`config.mk`:
```
export PLATFORM = sky130hd
export DESIGN_NAME = lcm_para_rom_sequencer
export DESIGN_NICKNAME = d
export VERILOG_FILES = /design/src/rtl/lcm_para_rom_sequencer.sv
export SDC_FILE = /design/constraint.sdc
export NUM_CORES = 1
export LEC_CHECK = 0
export CAP_MARGIN = 15
export CORE_ASPECT_RATIO = 0.75
export CORE_MARGIN = 3
export CORE_UTILIZATION = 60
export DETAILED_ROUTE_END_ITERATION = 10
export PLACE_DENSITY = 0.81
export SYNTH_ARGS = -nofsm -noshare
export SYNTH_HDL_FRONTEND = slang
export SYNTH_SLANG_ARGS = --single-unit
```
`constraint.sdc`:
```
create_clock -name clk -period 9.9 [get_ports clk]
set_clock_uncertainty 0.15 [all_clocks]
set_input_delay 0.99 -clock clk [delete_from_list [all_inputs] [get_ports clk]]
set_output_delay 0.99 -clock clk [all_outputs]
set_load 0.03 [all_outputs]
```
`src/rtl/lcm_para_rom_sequencer.sv`:
```
// lcm_para_rom_sequencer
// Fetches a byte-coded command script from ROM and replays it as 8080-style
// write cycles (CS#, DC, WR#, D[7:0]) to an LCD module.
// Record format: control byte {type[7:6], cnt[5:0]}
//   00 CMD   : next byte sent with DC=0
//   01 DATA  : next cnt+1 bytes sent with DC=1
//   10 DELAY : wait (cnt+1)*DELAY_UNIT clocks
//   11 END   : finish
// Optional build macro LCM_HW_RESET_EN: adds lcm_rst_n and pulses the panel
// reset (1 unit low, 5 units recovery) before the first control fetch.
module lcm_para_rom_sequencer #(
  parameter int ADDR_WIDTH  = 10,
  parameter int ROM_LATENCY = 1,
  parameter int START_ADDR  = 0,
  parameter int WR_LOW_CYC  = 2,
  parameter int WR_HIGH_CYC = 2,
  parameter int DELAY_UNIT  = 50000
) (
  input  logic                  clk,
  input  logic                  rst,
  input  logic                  start,
  output logic                  busy,
  output logic                  done,
  output logic                  err,
  output logic [ADDR_WIDTH-1:0] rom_addr,
  input  logic [7:0]            rom_rd_data,
  output logic                  lcm_cs_n,
  output logic                  lcm_dc,
  output logic                  lcm_wr_n,
  output logic                  lcm_rd_n,
  output logic [7:0]            lcm_data
`ifdef LCM_HW_RESET_EN
  ,
  output logic                  lcm_rst_n
`endif
);

  typedef enum logic [3:0] {
    IDLE,
    FETCH_CTRL,
    DECODE,
    FETCH_DATA,
    WR_LOW,
    WR_HIGH,
    DELAY,
    FINISH
`ifdef LCM_HW_RESET_EN
    ,
    HW_RST_LOW,
    HW_RST_WAIT
`endif
  } state_t;

  localparam logic [1:0] T_CMD   = 2'b00;
  localparam logic [1:0] T_DATA  = 2'b01;
  localparam logic [1:0] T_DELAY = 2'b10;

  localparam logic [ADDR_WIDTH-1:0] ADDR_FIRST = ADDR_WIDTH'(START_ADDR);
  localparam logic [ADDR_WIDTH-1:0] ADDR_LAST  = '1;
  localparam logic [25:0] LAT_LAST     = 26'(ROM_LATENCY - 1);
  localparam logic [25:0] WR_LOW_LAST  = 26'(WR_LOW_CYC - 1);
  localparam logic [25:0] WR_HIGH_LAST = 26'(WR_HIGH_CYC - 1);
`ifdef LCM_HW_RESET_EN
  localparam logic [25:0] HW_LOW_LAST  = 26'(DELAY_UNIT - 1);
  localparam logic [25:0] HW_WAIT_LAST = 26'(5 * DELAY_UNIT - 1);
`endif

  state_t      state, state_next;
  logic [25:0] cnt_q;        // clocks spent in the current state
  logic [7:0]  ctrl_q;       // control byte of the record being executed
  logic [6:0]  remaining;    // payload bytes still to send for this record
  logic        dc_mode;      // DC level for the payload of this record
  logic        addr_ovf;     // last ROM address has been consumed
  logic        fetch_ready;  // ROM data valid for the held address
  logic [25:0] dly_last;     // final count of a DELAY record

  assign fetch_ready = (cnt_q == LAT_LAST);
  assign dly_last    = 26'((32'(ctrl_q[5:0]) + 32'd1) * 32'(DELAY_UNIT) - 32'd1);

  // State register; reset forces IDLE on the next edge, aborting any WR# low phase.
  always_ff @(posedge clk) begin
    // NOTE: sequential state uses non-blocking assignments so every flop samples pre-edge values.
    if (rst) state <= IDLE;
    else     state <= state_next;
  end

  // Next-state logic for script execution.
  always_comb begin
    // NOTE: default assignment first so no path leaves state_next unassigned (no latch).
    state_next = state;
    case (state)
      IDLE: begin
        if (start) begin
`ifdef LCM_HW_RESET_EN
          state_next = HW_RST_LOW;
`else
          state_next = FETCH_CTRL;
`endif
        end
      end
      FETCH_CTRL: begin
        if (addr_ovf)         state_next = IDLE;
        else if (fetch_ready) state_next = DECODE;
      end
      DECODE: begin
        case (ctrl_q[7:6])
          T_CMD, T_DATA: state_next = FETCH_DATA;
          T_DELAY:       state_next = DELAY;
          default:       state_next = FINISH;
        endcase
      end
      FETCH_DATA: begin
        if (addr_ovf)         state_next = IDLE;
        else if (fetch_ready) state_next = WR_LOW;
      end
      WR_LOW:  if (cnt_q == WR_LOW_LAST) state_next = WR_HIGH;
      WR_HIGH: begin
        if (cnt_q == WR_HIGH_LAST)
          state_next = (remaining == 7'd1) ? FETCH_CTRL : FETCH_DATA;
      end
      DELAY:   if (cnt_q == dly_last) state_next = FETCH_CTRL;
      FINISH:  state_next = IDLE;
`ifdef LCM_HW_RESET_EN
      HW_RST_LOW:  if (cnt_q == HW_LOW_LAST)  state_next = HW_RST_WAIT;
      HW_RST_WAIT: if (cnt_q == HW_WAIT_LAST) state_next = FETCH_CTRL;
`endif
      default: state_next = IDLE;
    endcase
  end

  // Per-state clock counter shared by fetch latency, WR phases and delays.
  always_ff @(posedge clk) begin
    if (rst || state == IDLE || state_next != state) cnt_q <= '0;
    else                                              cnt_q <= cnt_q + 26'd1;
  end

  // Script datapath: ROM address, fetched bytes, payload count and sticky error.
  always_ff @(posedge clk) begin
    if (rst) begin
      rom_addr  <= ADDR_FIRST;
      addr_ovf  <= 1'b0;
      ctrl_q    <= 8'h00;
      remaining <= 7'd0;
      dc_mode   <= 1'b0;
      lcm_dc    <= 1'b0;
      lcm_data  <= 8'h00;
      err       <= 1'b0;
    end else begin
      case (state)
        IDLE: begin
          if (start) begin
            rom_addr <= ADDR_FIRST;
            addr_ovf <= 1'b0;
            err      <= 1'b0;
          end
        end
        FETCH_CTRL, FETCH_DATA: begin
          if (addr_ovf) begin
            err <= 1'b1;
          end else if (fetch_ready) begin
            if (state == FETCH_CTRL) begin
              ctrl_q <= rom_rd_data;
            end else begin
              // Bus and DC change on the same edge that drops WR#.
              lcm_data <= rom_rd_data;
              lcm_dc   <= dc_mode;
            end
            // The address never wraps; running past the end is flagged instead.
            if (rom_addr == ADDR_LAST) addr_ovf <= 1'b1;
            else                       rom_addr <= rom_addr + ADDR_WIDTH'(1);
          end
        end
        DECODE: begin
          dc_mode   <= (ctrl_q[7:6] == T_DATA);
          remaining <= (ctrl_q[7:6] == T_DATA) ? 7'(ctrl_q[5:0]) + 7'd1 : 7'd1;
        end
        WR_HIGH: if (state_next != WR_HIGH) remaining <= remaining - 7'd1;
        default: ;
      endcase
    end
  end

  // Output decode from the current state.
  always_comb begin
    busy     = 1'b1;
    done     = 1'b0;
    lcm_cs_n = 1'b1;
    lcm_wr_n = 1'b1;
    lcm_rd_n = 1'b1;
`ifdef LCM_HW_RESET_EN
    lcm_rst_n = (state != HW_RST_LOW);
`endif
    case (state)
      IDLE:   busy = 1'b0;
      FINISH: begin
        busy = 1'b0;
        done = 1'b1;
      end
      WR_LOW: begin
        lcm_cs_n = 1'b0;
        lcm_wr_n = 1'b0;
      end
      WR_HIGH: lcm_cs_n = 1'b0;
      default: ;
    endcase
  end

endmodule

```
==> impl_results.md <==
- Initial antenna violation count: 0
- Clock network power share: 49.3%
- Least-Margin Pin Slew: 1.086 ns
- Critical path data arrival time: 7.12 ns
- Total Wirelength: 14010 um
- Setup bufs post-CTS: 0
- Pwr dens: 108.1 nW/um2
- Worst-path fanout max: 28
- Resized Gates After CTS: 0
- FF-to-FF Start: ctrl_q[0]$_SDFFE_PP0P_
- Maximum VDD drop: 0.0001060 V
- Synth Cell Area: 5708 um2
- Slew Limit Fails: 0
- # DRC: 0
- Die Span X: 118.6 um
- Switch Pwr: 170.1 uW
- Die area: 10730 um2
- Kind of critical path: reg2reg
- Max incr delay on CP: 0.91 ns
- Root Buffer: clkbuf_16
- Largest cells by area after synthesis: dfxtp_1 (23%), ha_1 (13%), xnor2_1 (6.0%), xor2_1 (5.1%), nor2_1 (4.7%)
- Total GRT Usage: 26.22%
- Vias per inst: 6.308
- CTS tree: done
- R2R Setup Slk: 2.78 ns
- Fillcell total: 749
- Pre-Repair DR Iteration Count: 7
- Hold-critical path endpoint: lcm_dc$_SDFFE_PP0P_
- Ports: 36
- Setup TNS: 0 ns
- Largest net degree at the start of global routing: 34
- Hold Vio Cnt, Final: 0
- Area growth, synth to finish: 12.10%
- Clock tree buffer depth: 2
- # nets final: 772
- Number of synthesized register bits: 67
- Status: finished, final reports clean
- First-pass GRT wire length: 23710 um
- Vias in the first global route: 4902
- Core area: 9159 um2
- WHS Path Cells: 2
- Final HPWL DP: 10610 um
- FFs w/ async S/R, synth: 0%
- Leak: 2.555 nW
- Hold Path Class: reg2reg
- Gr ovfl total: 0
- DR iter-0 viols: 461
- Crit-path cells: ha_1 -> nand3_1 -> xnor2_1 -> ha_1 -> xnor2_1 -> ha_1 -> a21o_1 -> fa_1 -> ha_1 -> ha_1 -> a21oi_1 -> o21ai_0 -> nor3_1 -> nor2_1 -> xnor2_1 -> xnor2_1 -> a2111oi_2 -> nand4_1 -> o31ai_4 -> a211oi_1
- Switch share: 24.60%
- TritonCTS Buffers: 9
- CTS H-Tree Depth: 3
- Period Utilization, post-route: 71.88%
- Global placement routability congestion: 0.9363
- Final worst path period need: 7.117 ns
- Initial core utilization: 62.32%
- Worst Hold Launch: lcm_dc$_SDFFE_PP0P_
- Post-synthesis sequential area ratio: 23.50%
- Yosys cell types: 77
- Rows: 30
- Main synth FF type: dfxtp_1
- Avg WL per Cell: 16.89 um
- RSZ-0062 raised after global routing: no
- Commonest cells post-synth: nor2_1 (71), dfxtp_1 (67), ha_1 (59), nand2_1 (39), xnor2_1 (39)
- Die height: 90.47 um
- Crit-path slowest cell: o31ai_4
- Skew-Pair Late Insertion Delay: 0.33 ns
- Final Setup Violations: 0
- Mapped Cells: 683
- Share of the synthesized area in the top cell type: 23.50%
- Cell count of the worst reg-to-reg path: 20
- Syn avg cell area: 8.357 um2
- Cts hold-fix bufs: 0
- Area leader, netlist: dfxtp_1
- Share of cells above drive strength 1: 6.705%
- Number of synthesized flops with an enable pin: 0
- Crit path top cell by count: ha_1
- ANT nets after route: 0
- Internal: 521.4 uW
- N_diodes: 0
- Synth Warn #: 0
- Vias: 5229
- Clock slew seen by the registers of the worst setup and hold paths: 0.06 ns
- Most frequent cell after synthesis: nor2_1
- Max_slew headroom: 27.61%
- Max-Cap Viols: 0
- Reg2Reg Capture Point: cnt_q[22]$_SDFF_PP0_
- Total clock sinks: 67
- Fmax: 140.5 MHz
- CP endpoint kind: flop
- Tightest hold margin: 0.3482 ns
- Critical Path RT: 9.90 ns
- Input/output buffers: 34
- Net Count, Synth: 759
- Gate power share: 11.1%
- CP Launch Type: flop
- Share of power burned in registers: 39.6%
-- layer usage --
| metal | vias up | routed length (um) | GRT usage (%) |
|---|---|---|---|
| met5 | - | 0 | 0 |
| met4 | 0 | 222 | 6.461 |
| met3 | 28 | 919 | 5.761 |
| met2 | 209 | 6306 | 39.86 |
| met1 | 2478 | 6556 | 37.79 |
| li1 | 2514 | - | - |
-- layout by cell type, fill, tap and decap left out, drive strengths merged, types with 4 or more instances in the layout --
master / instances
buf: 4
a211oi: 32
or3: 8
nor2: 72
nor3: 16
a21o: 5
xnor2: 40
nand4: 16
and4: 4
a2111oi: 4
a22o: 5
dfxtp: 67
mux2i: 23
clkdlybuf4s50: 34
o211ai: 5
nor3b: 6
nand2b: 5
a221o: 4
and2: 6
or2: 9
clkbuf: 10
and3: 10
nand2: 39
xor2: 33
a31oi: 10
nor4: 11
ha: 59
a21oi: 26
fa: 6
nand3: 24
nor2b: 8
o31ai: 4
o21ai: 24
a311oi: 4
inv: 29
-- kinds of logic (layout without fill, tap and decap cells) --
kind of cell	Yosys count	after routing	synth area share [%]
AOI/OAI and AO/OA	146	146	19.05
muxes	24	24	4.231
adders and majority gates	65	65	15.04
DFF	67	67	23.50
buffers and inverters	64	82	4.603
other	2	2	0.1316
xor gates and xnor gates	73	73	11.33
and+or+nand+nor	242	242	22.12
-- registers in the layout (all words and copies together) (netlist names) --
register   count
remaining      7
dc_mode        1
lcm_dc         1
err            1
rom_addr      10
ctrl_q         8
state          4
cnt_q         26
addr_ovf       1
lcm_data       8
-- area by class of cell --
cell class / count / area [um2] / area share (%)
clock buffer: 10 / 229.0 / 3.578
multi-input combinational: 552 / 4104 / 64.14
inverter: 28 / 105.1 / 1.643
sequential: 67 / 1341 / 20.96
tap: 128 / 160.2 / 2.503
clock inverter: 6 / 88.84 / 1.388
timing repair buffer: 38 / 370.4 / 5.788
-- per-stage QoR --
step           worst slack, ns  util [%]  total power [mW]  cells  instance area, um2
3_3_place_gp             3.277     66.39            0.3520    813                6081
4_1_cts                  2.842     69.86            0.6958    829                6399
2_1_floorplan            4.135         -            0.3351    683                5708
6_report                 2.783     69.86            0.6915    829                6399
3_5_place_dp             2.847     66.39            0.3545    813                6081
5_1_grt                  2.266     69.86            0.7161    829                6399
-- worst max-delay path, delay by kind of cell, from the launching register on --
kind,cells,cell delay (ns)
flops,1,0.47
compound gates,6,2.30
xor+xnor,4,0.98
simple gates,4,1.03
fa+ha+maj,6,2.00
-- worst max path at each step --
| stage | slack, ns | startpoint | cells past startpoint | to |
|---|---|---|---|---|
| CTS | 2.84 | ctrl_q[0]$_SDFFE_PP0P_ | 20 | cnt_q[22]$_SDFF_PP0_ |
| finish | 2.78 | ctrl_q[0]$_SDFFE_PP0P_ | 20 | cnt_q[22]$_SDFF_PP0_ |
| floorplan | 4.13 | ctrl_q[0]$_SDFFE_PP0P_ | 22 | state[1]$_SDFF_PP0_ |
| detailed placement | 2.85 | ctrl_q[0]$_SDFFE_PP0P_ | 20 | cnt_q[22]$_SDFF_PP0_ |
| global placement | 3.28 | ctrl_q[0]$_SDFFE_PP0P_ | 18 | cnt_q[2]$_SDFF_PP0_ |
| global route | 2.27 | ctrl_q[0]$_SDFFE_PP0P_ | 20 | cnt_q[16]$_SDFF_PP0_ |
-- power by group through the flow --
stage                     Sequential (mW)  Combinational, mW  Clock, mW
after floorplan                     0.279             0.0565          0
after global placement              0.280             0.0725          0
after detailed placement            0.280             0.0748          0
after CTS                           0.274             0.0756      0.346
after global routing                0.274             0.0843      0.358
final                               0.274             0.0766      0.341
(Power assumes the default switching activity.)
